[config.mk]
export PLATFORM = sky130hd
export DESIGN_NAME = id_ex_stage_register
export DESIGN_NICKNAME = d
export VERILOG_FILES = /design/src/rtl/id_ex_stage_register.sv
export SDC_FILE = /design/constraint.sdc
export NUM_CORES = 1
export LEC_CHECK = 0
export ABC_AREA = 1
export BUFFER_PORTS_ARGS = -buffer_cell sky130_fd_sc_hd__buf_2
export CAP_MARGIN = 20
export CORE_MARGIN = 4
export CORE_UTILIZATION = 51
export CTS_CLUSTER_SIZE = 25
export DETAILED_ROUTE_END_ITERATION = 12
export MAX_ROUTING_LAYER = met4
export PLACE_DENSITY = 0.88
export REMOVE_ABC_BUFFERS = 1
export SYNTH_ARGS = -nofsm -noshare
export SYNTH_HDL_FRONTEND = slang
export SYNTH_SLANG_ARGS = --single-unit
[constraint.sdc]
create_clock -name clk -period 6.7 [get_ports clk]
set_input_delay 0.335 -clock clk [delete_from_list [all_inputs] [get_ports clk]]
set_output_delay 0.335 -clock clk [all_outputs]
set_load 0.01 [all_outputs]
[src/rtl/id_ex_stage_register.sv]
// ID/EX pipeline register with load-use hazard detection, bubble insertion
// on stall or flush, and saturating stall/flush event counters.
module id_ex_stage_register #(
   parameter int unsigned DATA_WIDTH = 32,
   parameter int unsigned CNT_WIDTH  = 16
) (
   input  logic                  clk,
   input  logic                  reset,
   input  logic                  Flush,
   input  logic [4:0]            IF_ID_RegisterRs,
   input  logic [4:0]            IF_ID_RegisterRt,
   input  logic [4:0]            IF_ID_RegisterRd,
   input  logic                  ID_UsesRt,
   input  logic                  ID_RegWrite,
   input  logic                  ID_MemRead,
   input  logic                  ID_MemWrite,
   input  logic                  ID_MemtoReg,
   input  logic                  ID_ALUSrc,
   input  logic                  ID_RegDst,
   input  logic [3:0]            ID_ALUOp,
   input  logic [DATA_WIDTH-1:0] ID_ReadData1,
   input  logic [DATA_WIDTH-1:0] ID_ReadData2,
   input  logic [DATA_WIDTH-1:0] ID_Imm,
   output logic                  ID_EX_RegWrite,
   output logic                  ID_EX_MemRead,
   output logic                  ID_EX_MemWrite,
   output logic                  ID_EX_MemtoReg,
   output logic                  ID_EX_ALUSrc,
   output logic                  ID_EX_RegDst,
   output logic [3:0]            ID_EX_ALUOp,
   output logic [DATA_WIDTH-1:0] ID_EX_ReadData1,
   output logic [DATA_WIDTH-1:0] ID_EX_ReadData2,
   output logic [DATA_WIDTH-1:0] ID_EX_Imm,
   output logic [4:0]            ID_EX_RegisterRs,
   output logic [4:0]            ID_EX_RegisterRt,
   output logic [4:0]            ID_EX_RegisterRd,
   output logic                  PCWrite,
   output logic                  IF_ID_Write,
   output logic [CNT_WIDTH-1:0]  StallCount,
   output logic [CNT_WIDTH-1:0]  FlushCount
);

   typedef struct packed {
      logic                  reg_write;
      logic                  mem_read;
      logic                  mem_write;
      logic                  mem_to_reg;
      logic                  alu_src;
      logic                  reg_dst;
      logic [3:0]            alu_op;
      logic [DATA_WIDTH-1:0] rd1;
      logic [DATA_WIDTH-1:0] rd2;
      logic [DATA_WIDTH-1:0] imm;
      logic [4:0]            rs;
      logic [4:0]            rt;
      logic [4:0]            rd;
   } stage_t;

   stage_t               stage_q, stage_d;
   logic [CNT_WIDTH-1:0] stall_cnt_q, stall_cnt_d;
   logic [CNT_WIDTH-1:0] flush_cnt_q, flush_cnt_d;
   logic                 hazard;
   logic                 stall;

   // Load-use detection against the load currently sitting in EX
   always_comb begin
      hazard = stage_q.mem_read && (stage_q.rt != 5'd0) &&
               ((stage_q.rt == IF_ID_RegisterRs) ||
                (ID_UsesRt && (stage_q.rt == IF_ID_RegisterRt)));
      stall  = hazard && !Flush;
   end

   // Next-state: flush bubble, then stall bubble, otherwise capture ID
   always_comb begin
      stage_d     = '{
         reg_write:  ID_RegWrite,
         mem_read:   ID_MemRead,
         mem_write:  ID_MemWrite,
         mem_to_reg: ID_MemtoReg,
         alu_src:    ID_ALUSrc,
         reg_dst:    ID_RegDst,
         alu_op:     ID_ALUOp,
         rd1:        ID_ReadData1,
         rd2:        ID_ReadData2,
         imm:        ID_Imm,
         rs:         IF_ID_RegisterRs,
         rt:         IF_ID_RegisterRt,
         rd:         IF_ID_RegisterRd
      };
      stall_cnt_d = stall_cnt_q;
      flush_cnt_d = flush_cnt_q;
      if (Flush) begin
         stage_d = '0;
         if (flush_cnt_q != '1) flush_cnt_d = flush_cnt_q + 1'b1;
      end else if (stall) begin
         stage_d = '0;
         if (stall_cnt_q != '1) stall_cnt_d = stall_cnt_q + 1'b1;
      end
   end

   // Pipeline register and counters, cleared asynchronously
   always_ff @(posedge clk or posedge reset) begin
      if (reset) begin
         stage_q     <= '0;
         stall_cnt_q <= '0;
         flush_cnt_q <= '0;
      end else begin
         stage_q     <= stage_d;
         stall_cnt_q <= stall_cnt_d;
         flush_cnt_q <= flush_cnt_d;
      end
   end

   // Output mapping
   always_comb begin
      ID_EX_RegWrite   = stage_q.reg_write;
      ID_EX_MemRead    = stage_q.mem_read;
      ID_EX_MemWrite   = stage_q.mem_write;
      ID_EX_MemtoReg   = stage_q.mem_to_reg;
      ID_EX_ALUSrc     = stage_q.alu_src;
      ID_EX_RegDst     = stage_q.reg_dst;
      ID_EX_ALUOp      = stage_q.alu_op;
      ID_EX_ReadData1  = stage_q.rd1;
      ID_EX_ReadData2  = stage_q.rd2;
      ID_EX_Imm        = stage_q.imm;
      ID_EX_RegisterRs = stage_q.rs;
      ID_EX_RegisterRt = stage_q.rt;
      ID_EX_RegisterRd = stage_q.rd;
      PCWrite          = !stall;
      IF_ID_Write      = !stall;
      StallCount       = stall_cnt_q;
      FlushCount       = flush_cnt_q;
   end

endmodule

* Word level (Yosys, flattened, before mapping)
Cells that the tools add are included.
** Cells by class
- Shifts and indexed selects :: 0
- Divide/modulo/power cells :: 0
- Multiply operators :: 0
- Muxes and demuxes :: 2
- Equality and inequality tests :: 4
- Reductions and logical operators :: 10
- Add/subtract/negate cells :: 2
- Bitwise operators :: 1
- Magnitude comparators :: 0
** Operators with widths (number)
- two-way mux 121 bit :: 2
- adder 16 x 1 -> 16 bit (second input constant) :: 2
- inequality test 16 bit (second input constant) :: 2
- equality test 5 bit :: 2
- nonzero test 5 bit :: 1
- logical AND 1 bit :: 4
- AND reduction 3 bit :: 1
- logical NOT 1 bit :: 2
- AND reduction 2 bit :: 1
- logical OR 1 bit :: 1
- inverter 1 bit :: 1
** Storage, ports and cells
- Memories kept :: 0
- Output and inout bits :: 155
- Register bits :: 153
- Bits in read-only memories :: 0
- Memory bits (writable) :: 0
- Bits in latches :: 0

* Logic depth before layout (Yosys ltp)
Gate-level depths: netlist of run 1.
- Depth in word-level cells :: 7
- Gate-level depth with buffers :: 11
- Gate-level depth less buffers :: 9

* Worst setup path before layout of run 1
Ideal clock, no wire load.
- Kind :: reg2reg
- Start :: reg stall_cnt_q[0] (netlist: StallCount[0])
- End :: reg stall_cnt_q[2] (netlist: StallCount[2])
- Library setup time :: 0.117 ns
- Clock period less this slack :: 1.608 ns
- Required time :: 6.583 ns
- Buffers on the path :: 1
- Cell stages (with the launch flop) :: 8
- Arrival time :: 1.491 ns
- Setup slack :: 5.092 ns
- Cell sequence :: dfrtp_1 -> ha_1 -> nand3_1 -> inv_1 -> nand4_2 -> clkbuf_1 -> nand4_1 -> nand2_1
** On the way
- Word-level cells in the longest chain between the ends :: 2
- Elaborated cells between the ends (all ways) :: 3
- Those cells by class :: add/sub (1); eq/ne (1); reduce/logical (1)
** RTL lines
- from (decl) :: RTL line 60 : logic [CNT_WIDTH-1:0] stall_cnt_q, stall_cnt_d;
- from (signal assigned) :: RTL line 109 : stall_cnt_q <= stall_cnt_d;
- parallel branches: the longest is 2 deep, another holds adder 16 x 1 -> 16 bit
Parallel ways; which one is timed is not known.
A chain may end at the register's enable or synchronous reset.

==> results.json, run 1 <==
{
  "run_status": "completed",
  "ys_seq_area_frac": 0.617,
  "worst_setup_path_start_kind": "flop",
  "grt_util_all_layers": 0.263,
  "nNetsFinal": 1103,
  "end_kind": "flop",
  "htree_num_levels": 4,
  "synth.most_common_cell": "sky130_fd_sc_hd__dfrtp_1",
  "io_pins": 280,
  "routedWlPerCell_um": 15.3,
  "worst_r2r_path_depth": 10,
  "mean_instance_size_in_the_synthesized_netlist_um2": 8.92,
  "minimum_clock_period_after_layout_ps": 2690,
  "clock_insertion_delay_worst_skew_ps": 430,
  "dominantRegCellSynth": "sky130_fd_sc_hd__dfrtp_1",
  "syn_area_mm2": 0.00621,
  "path_class": "reg2reg",
  "grt_first_pass_wirelength_mm": 27.6,
  "cts.path.max_buffers": 2,
  "setup.reg_to_reg.worst_slack_ps": 4010,
  "grt_setup_unrepaired": "no",
  "initial_utilization": 0.519,
  "place.detailed.hpwl_mm": 12.4,
  "drtAntennaViolNets": 0,
  "max-slew-margin-rel": 0.445,
  "drtIter0Drc": 476,
  "r2r_start": "ID_EX_RegisterRt[4]",
  "areaGrowthSynthToFinish_pct": 33.0,
  "io_buffers": 279,
  "totalNegativeSetupSlack_ps": 0,
  "clock_sink_count": 153,
  "timing.max_cap.violations": 0,
  "vias_in_the_first_global_route": 5615,
  "fin_crit_sh": 0.401,
  "detail_route.first_pass.iterations": 6,
  "achievable-frequency_ghz": 0.372,
  "tritoncts": "yes",
  "synthesis.instances": 696,
  "detailroute.via_count": 5413,
  "gpl.final_weighted_congestion": 0.919,
  "timing.critical_path.fanout_max": 62,
  "post-cts-setup-buffers": 0,
  "final-hold-violation-count": 0,
  "largest_net_degree_at_the_start_of_global_routing": 89,
  "drt-total-wl_mm": 17.4,
  "route.detailed.drc": 0,
  "power.leakage_nw": 5.03,
  "die_area_mm2": 0.0140,
  "clk_pin_slew_ps": 60,
  "synthDominantAreaCellType": "sky130_fd_sc_hd__dfrtp_1",
  "seq_area_mm2": 0.00383,
  "floorplan.core_area_mm2": 0.0120,
  "ff_latch_count_synth": 153,
  "synth_largest_type_area_fraction": 0.617,
  "globalRouteOverflowTotal": 0,
  "die_w_um": 118,
  "report.final.slew_viol_count": 0,
  "slew_of_the_pin_with_the_lowest_slew_margin_ps": 833,
  "numCtsBuffers": 17,
  "post_drt_via_cell_ratio": 4.76,
  "vdd_ir_drop_max_mv": 0.291,
  "asyncSetResetFlopFracSynth": 1.00,
  "chipHeight_um": 118,
  "cts_resized": 0,
  "yosys-top-cells-area": "sky130_fd_sc_hd__dfrtp_1 62%, sky130_fd_sc_hd__nor2_1 8.9%, sky130_fd_sc_hd__inv_1 8.8%, sky130_fd_sc_hd__nand2_1 8.2%, sky130_fd_sc_hd__nand4_1 2.3%",
  "drive_gt1_frac": 0.330,
  "ys.warnings.count": 0,
  "placementRows": 40,
  "synthDistinctLibCells": 22,
  "finalWorstSetupSlack_ps": 4010,
  "fin_skew_ps": 14.1,
  "min_path_type": "in2async",
  "cts.hold.buffers_added": 0,
  "final_setup_violation_count": 0,
  "total_area_of_multi_input_combinational_cells_mm2": 0.00165,
  "post_synth_most_frequent_cells": "153 x sky130_fd_sc_hd__dfrtp_1, 148 x sky130_fd_sc_hd__nor2_1, 145 x sky130_fd_sc_hd__inv_1",
  "r2r_end": "ID_EX_ReadData2[26]",
  "worst_ep_required_time_ps": 6980,
  "fillCellCount": 894,
  "pre_cts_ws_ps": 4000,
  "count_of_flip_flops_with_a_built_in_enable_after_synthesis": 0,
  "cts-root-buf": "sky130_fd_sc_hd__clkbuf_16",
  "arrival_ps": 2970,
  "antenna_found_initial": 2,
  "power-per-cell-area_mw_per_mm2": 277
}
## cell type report
class,count,share of cell area
clock buffer,21,0.0558
clock inverter,10,0.0174
tap,147,0.0223
timing repair buffer,281,0.171
sequential,153,0.464
multi-input combinational,371,0.199
inverter,152,0.0697
antenna,2,0.000606
## worst max-delay path, stage by stage (launching register included)
cell and delay (ps):
sky130_fd_sc_hd__dfrtp_1 410, sky130_fd_sc_hd__inv_2 60, sky130_fd_sc_hd__nand2_1 60, sky130_fd_sc_hd__nand2_1 50
sky130_fd_sc_hd__nor2_1 140, sky130_fd_sc_hd__nand3_1 100, sky130_fd_sc_hd__nand2_2 290, sky130_fd_sc_hd__nand2_2 140
sky130_fd_sc_hd__nand2_4 470, sky130_fd_sc_hd__buf_4 620, sky130_fd_sc_hd__nor2_1 140
## where the power goes
group / switching [mW] / internal [mW] / leakage (nW)
Clock: 0.375 / 0.604 / 0.286
Sequential: 0.0406 / 0.985 / 2.00
Combinational: 0.173 / 0.109 / 2.75
## cell usage in the layout, fill, tap and decap left out
cell and n:
sky130_fd_sc_hd__buf_2 279, sky130_fd_sc_hd__dfrtp_1 153, sky130_fd_sc_hd__nor2_1 148, sky130_fd_sc_hd__inv_1 144, sky130_fd_sc_hd__nand2_1 135, sky130_fd_sc_hd__nand4_1 23
sky130_fd_sc_hd__nand3_1 19, sky130_fd_sc_hd__clkbuf_16 17, sky130_fd_sc_hd__xnor2_1 10, sky130_fd_sc_hd__xor2_1 9, sky130_fd_sc_hd__nor3_1 8, sky130_fd_sc_hd__inv_2 7
sky130_fd_sc_hd__o21ai_1 5, sky130_fd_sc_hd__nand2_2 3, sky130_fd_sc_hd__o21ai_0 3, sky130_fd_sc_hd__bufinv_16 3, sky130_fd_sc_hd__clkinvlp_4 3, sky130_fd_sc_hd__diode_2 2
sky130_fd_sc_hd__inv_6 2, sky130_fd_sc_hd__nor2_2 2, sky130_fd_sc_hd__ha_1 2, sky130_fd_sc_hd__clkbuf_1 2, sky130_fd_sc_hd__clkinv_4 2, sky130_fd_sc_hd__clkbuf_8 2
sky130_fd_sc_hd__buf_4 2, sky130_fd_sc_hd__nand2_4 1, sky130_fd_sc_hd__nand4_2 1, sky130_fd_sc_hd__nand3_2 1, sky130_fd_sc_hd__nand3b_1 1, sky130_fd_sc_hd__clkinv_2 1
## kinds of logic (layout without fill, tap and decap cells)
| group | after synthesis | after routing | share of synthesized area |
|---|---|---|---|
| AO/OA/AOI/OAI | 8 | 8 | 0.00645 |
| adder cells (fa/ha/maj) | 2 | 2 | 0.00403 |
| buffers and inverters | 172 | 464 | 0.119 |
| AND/OR/NAND/NOR | 342 | 342 | 0.227 |
| flip-flops | 153 | 153 | 0.617 |
| XOR/XNOR | 19 | 19 | 0.0268 |
| other | 0 | 2 | 0 |
## state kept, by name (all words and copies together), names as in the netlist
name,count
ID_EX_RegisterRs,5
ID_EX_Imm,32
ID_EX_ALUOp,4
ID_EX_MemtoReg,1
FlushCount,16
ID_EX_RegisterRd,5
ID_EX_ALUSrc,1
ID_EX_RegWrite,1
ID_EX_ReadData1,32
ID_EX_ReadData2,32
ID_EX_RegisterRt,5
ID_EX_MemWrite,1
ID_EX_MemRead,1
ID_EX_RegDst,1
StallCount,16
## per-layer routing
| metal | global-route usage | vias up | routed length [um] |
|---|---|---|---|
| li1 | - | 2590 | - |
| met1 | 0.268 | 2582 | 6170 |
| met2 | 0.465 | 214 | 9580 |
| met3 | 0.101 | 27 | 1400 |
| met4 | 0.0806 | 0 | 272 |
| met5 | - | - | 0 |
## per-stage QoR
step / cell area [um2] / std cells / utilization / power (mW) / hold WS, ps
3_3_place_gp: 7640 / 1104 / 0.639 / 1.31 / 501
6_report: 8250 / 1137 / 0.690 / 2.29 / 45.4
2_1_floorplan: 6040 / 676 / - / 1.18 / 441
3_5_place_dp: 7640 / 1104 / 0.639 / 1.32 / 523
5_1_grt: 8250 / 1137 / 0.690 / 2.39 / 81.9
4_1_cts: 8250 / 1135 / 0.690 / 2.30 / 72.7
## worst max path at each step
stage	slack (ps)	end	depth (start not counted)	startpoint
after floorplan	2240	FlushCount[0]	1	reset
after global placement	4070	ID_EX_ReadData1[22]	11	IF_ID_RegisterRs[3]
after detailed placement	4000	ID_EX_ReadData1[0]	10	ID_EX_RegisterRt[4]
after CTS	3950	ID_EX_ReadData2[26]	10	ID_EX_RegisterRt[4]
after global routing	3680	ID_EX_ReadData1[21]	10	ID_EX_RegisterRt[4]
final	4010	ID_EX_ReadData2[26]	10	ID_EX_RegisterRt[4]
No activity file was read; power rests on OpenSTA's default activity.
==> run 2, diff against run 1 <==
- CORE_UTILIZATION: 51 -> 47
- PLACE_DENSITY: 0.88 -> 0.82
- clock period: 6.7 -> 2.7 ns (I/O delays scaled with it)
==> results.json, run 2 (synthesis gave the netlist of run 1 again) <==
{
  "run_status": "completed",
  "post-cts-setup-buffers": 0,
  "grt_util_all_layers": 0.292,
  "report.final.slew_viol_count": 0,
  "drtIter0Drc": 495,
  "chipHeight_um": 123,
  "fin_crit_sh": 0.798,
  "detailroute.via_count": 6059,
  "endpoint": "ID_EX_RegWrite",
  "route.detailed.drc": 0,
  "clock_sink_count": 153,
  "place.detailed.hpwl_mm": 12.3,
  "worst-path-stages": 10,
  "post_drt_via_cell_ratio": 4.69,
  "io_buffers": 279,
  "placementRows": 41,
  "cp_cell_sequence": "inv_2, nand2_1, nand2_1, nor2_1, nand3_1, nand2_2, nand2_2, nand2_4, buf_12, nor2_1",
  "globalRouteOverflowTotal": 0,
  "routedWlPerCell_um": 16.3,
  "end_kind": "flop",
  "r2r_end": "ID_EX_RegWrite",
  "worst_setup_path_start_kind": "flop",
  "clock_insertion_delay_worst_skew_ps": 420,
  "drive_gt1_frac": 0.295,
  "worst_ep_required_time_ps": 2970,
  "gpl.final_weighted_congestion": 0.902,
  "grt_first_pass_wirelength_mm": 32.1,
  "grt_use_met2": 0.491,
  "numCtsBuffers": 17,
  "mostFrequentLayoutCells": "279 x sky130_fd_sc_hd__buf_2, 153 x sky130_fd_sc_hd__dfrtp_1, 148 x sky130_fd_sc_hd__nor2_1",
  "power-per-cell-area_mw_per_mm2": 601,
  "final_setup_violation_count": 0,
  "antenna_found_initial": 3,
  "max_stage_delay_ps": 450,
  "die_w_um": 123,
  "drtAntennaViolNets": 0,
  "layout_commonest_cell": "sky130_fd_sc_hd__buf_2",
  "drt-total-wl_mm": 21.0,
  "largest_net_degree_at_the_start_of_global_routing": 122,
  "min_path_type": "in2reg",
  "cts.hold.buffers_added": 122,
  "timing.max_cap.violations": 0,
  "critPathSlowestCell": "sky130_fd_sc_hd__dfrtp_1",
  "crit_start": "ID_EX_RegisterRt[3]",
  "path_class": "reg2reg",
  "max-slew-margin-rel": 0.518,
  "power.leakage_nw": 5.54,
  "cts_resized": 0,
  "initial_utilization": 0.486,
  "finalWorstSetupSlack_ps": 545,
  "detail_route.first_pass.iterations": 5,
  "cts.path.max_buffers": 2,
  "clk_pin_slew_ps": 70,
  "areaGrowthSynthToFinish_pct": 53.4,
  "timing.critical_path.fanout_max": 121,
  "r2r_start": "ID_EX_RegisterRt[3]",
  "met1_usage": 0.314,
  "power_mw": 5.72,
  "totalNegativeSetupSlack_ps": 0,
  "die_area_mm2": 0.0151,
  "worst_r2r_path_depth": 10,
  "tritoncts": "yes",
  "achievable-frequency_ghz": 0.464,
  "setup.reg_to_reg.worst_slack_ps": 550,
  "cts-root-buf": "sky130_fd_sc_hd__clkbuf_16",
  "grt_setup_unrepaired": "no",
  "path_buf_inv": 2,
  "fin_skew_ps": 11.9,
  "cpLargestDelayFamily": "simple AND/OR/NAND/NOR gates",
  "grt.met3_usage": 0.0887,
  "nNetsFinal": 1228,
  "arrival_ps": 2430,
  "vdd_ir_drop_max_mv": 0.493,
  "global_route.peak_usage_layer": "met2",
  "pre_cts_ws_ps": 644,
  "floorplan.core_area_mm2": 0.0128,
  "minimum_clock_period_after_layout_ps": 2150,
  "final-hold-violation-count": 0,
  "io_pins": 280,
  "slew_of_the_pin_with_the_lowest_slew_margin_ps": 722,
  "htree_num_levels": 4,
  "fillCellCount": 821,
  "vias_in_the_first_global_route": 6358
}
## run 2: changes by cell type in the layout (fill, tap and decap cells not counted), sizes merged
cell	before	now
dlygate4sd3	0	122
diode	2	8
buf	281	284
clkinv	3	5
bufinv	3	2
clkbuf	21	20
## run 2: layer usage
metal  part of all wire  routed length (um)
met1               0.36                7490
met2               0.52               11000
met3              0.076                1590
met4              0.043                 913
met5                  0                   0
## run 2: power by group
part / leakage, nW / internal, mW / switching, mW
clock: 0.266 / 1.35 / 0.945
combinational: 3.28 / 0.392 / 0.477
sequential: 2.00 / 2.44 / 0.107
total: 5.54 / 4.19 / 1.53
## run 2: worst min-delay path by stage
stage | startpoint | endpoint | slack (ps) | cells past startpoint
finish | Flush | FlushCount[9] | 140 | 4
global route | Flush | FlushCount[0] | 160 | 3
CTS | Flush | FlushCount[9] | 130 | 4
detailed placement | reset | ID_EX_ReadData1[18] | 320 | 2
global placement | reset | ID_EX_ReadData2[2] | 320 | 2
floorplan | ID_ALUOp[0] | ID_EX_ALUOp[0] | 240 | 2
## run 2: stage by stage
step	hold slack, ps	utilization	cell area [um2]	cells
final	141	0.746	9530	1293
after global placement	319	0.605	7720	1132
after detailed placement	323	0.605	7720	1132
after CTS	129	0.744	9510	1285
after global routing	161	0.745	9510	1288
after floorplan	241	-	6040	676
## run 2: worst min-delay path, stage by stage
cell                      delay (ps)
sky130_fd_sc_hd__buf_2           100
sky130_fd_sc_hd__nand2_2         150
sky130_fd_sc_hd__nand2_1         100
sky130_fd_sc_hd__nand2_1          50
## run 2: cell type report
cell class | count | area (um2) | area share
flip-flops and latches | 153 | 3830 | 0.402
repair buffers | 406 | 2680 | 0.281
multi-input cells | 371 | 1650 | 0.173
inverters | 152 | 576 | 0.0604
clock buffers | 20 | 437 | 0.0458
well taps | 172 | 215 | 0.0226
clock inverters | 11 | 124 | 0.0130
diodes | 8 | 20.0 | 0.00210
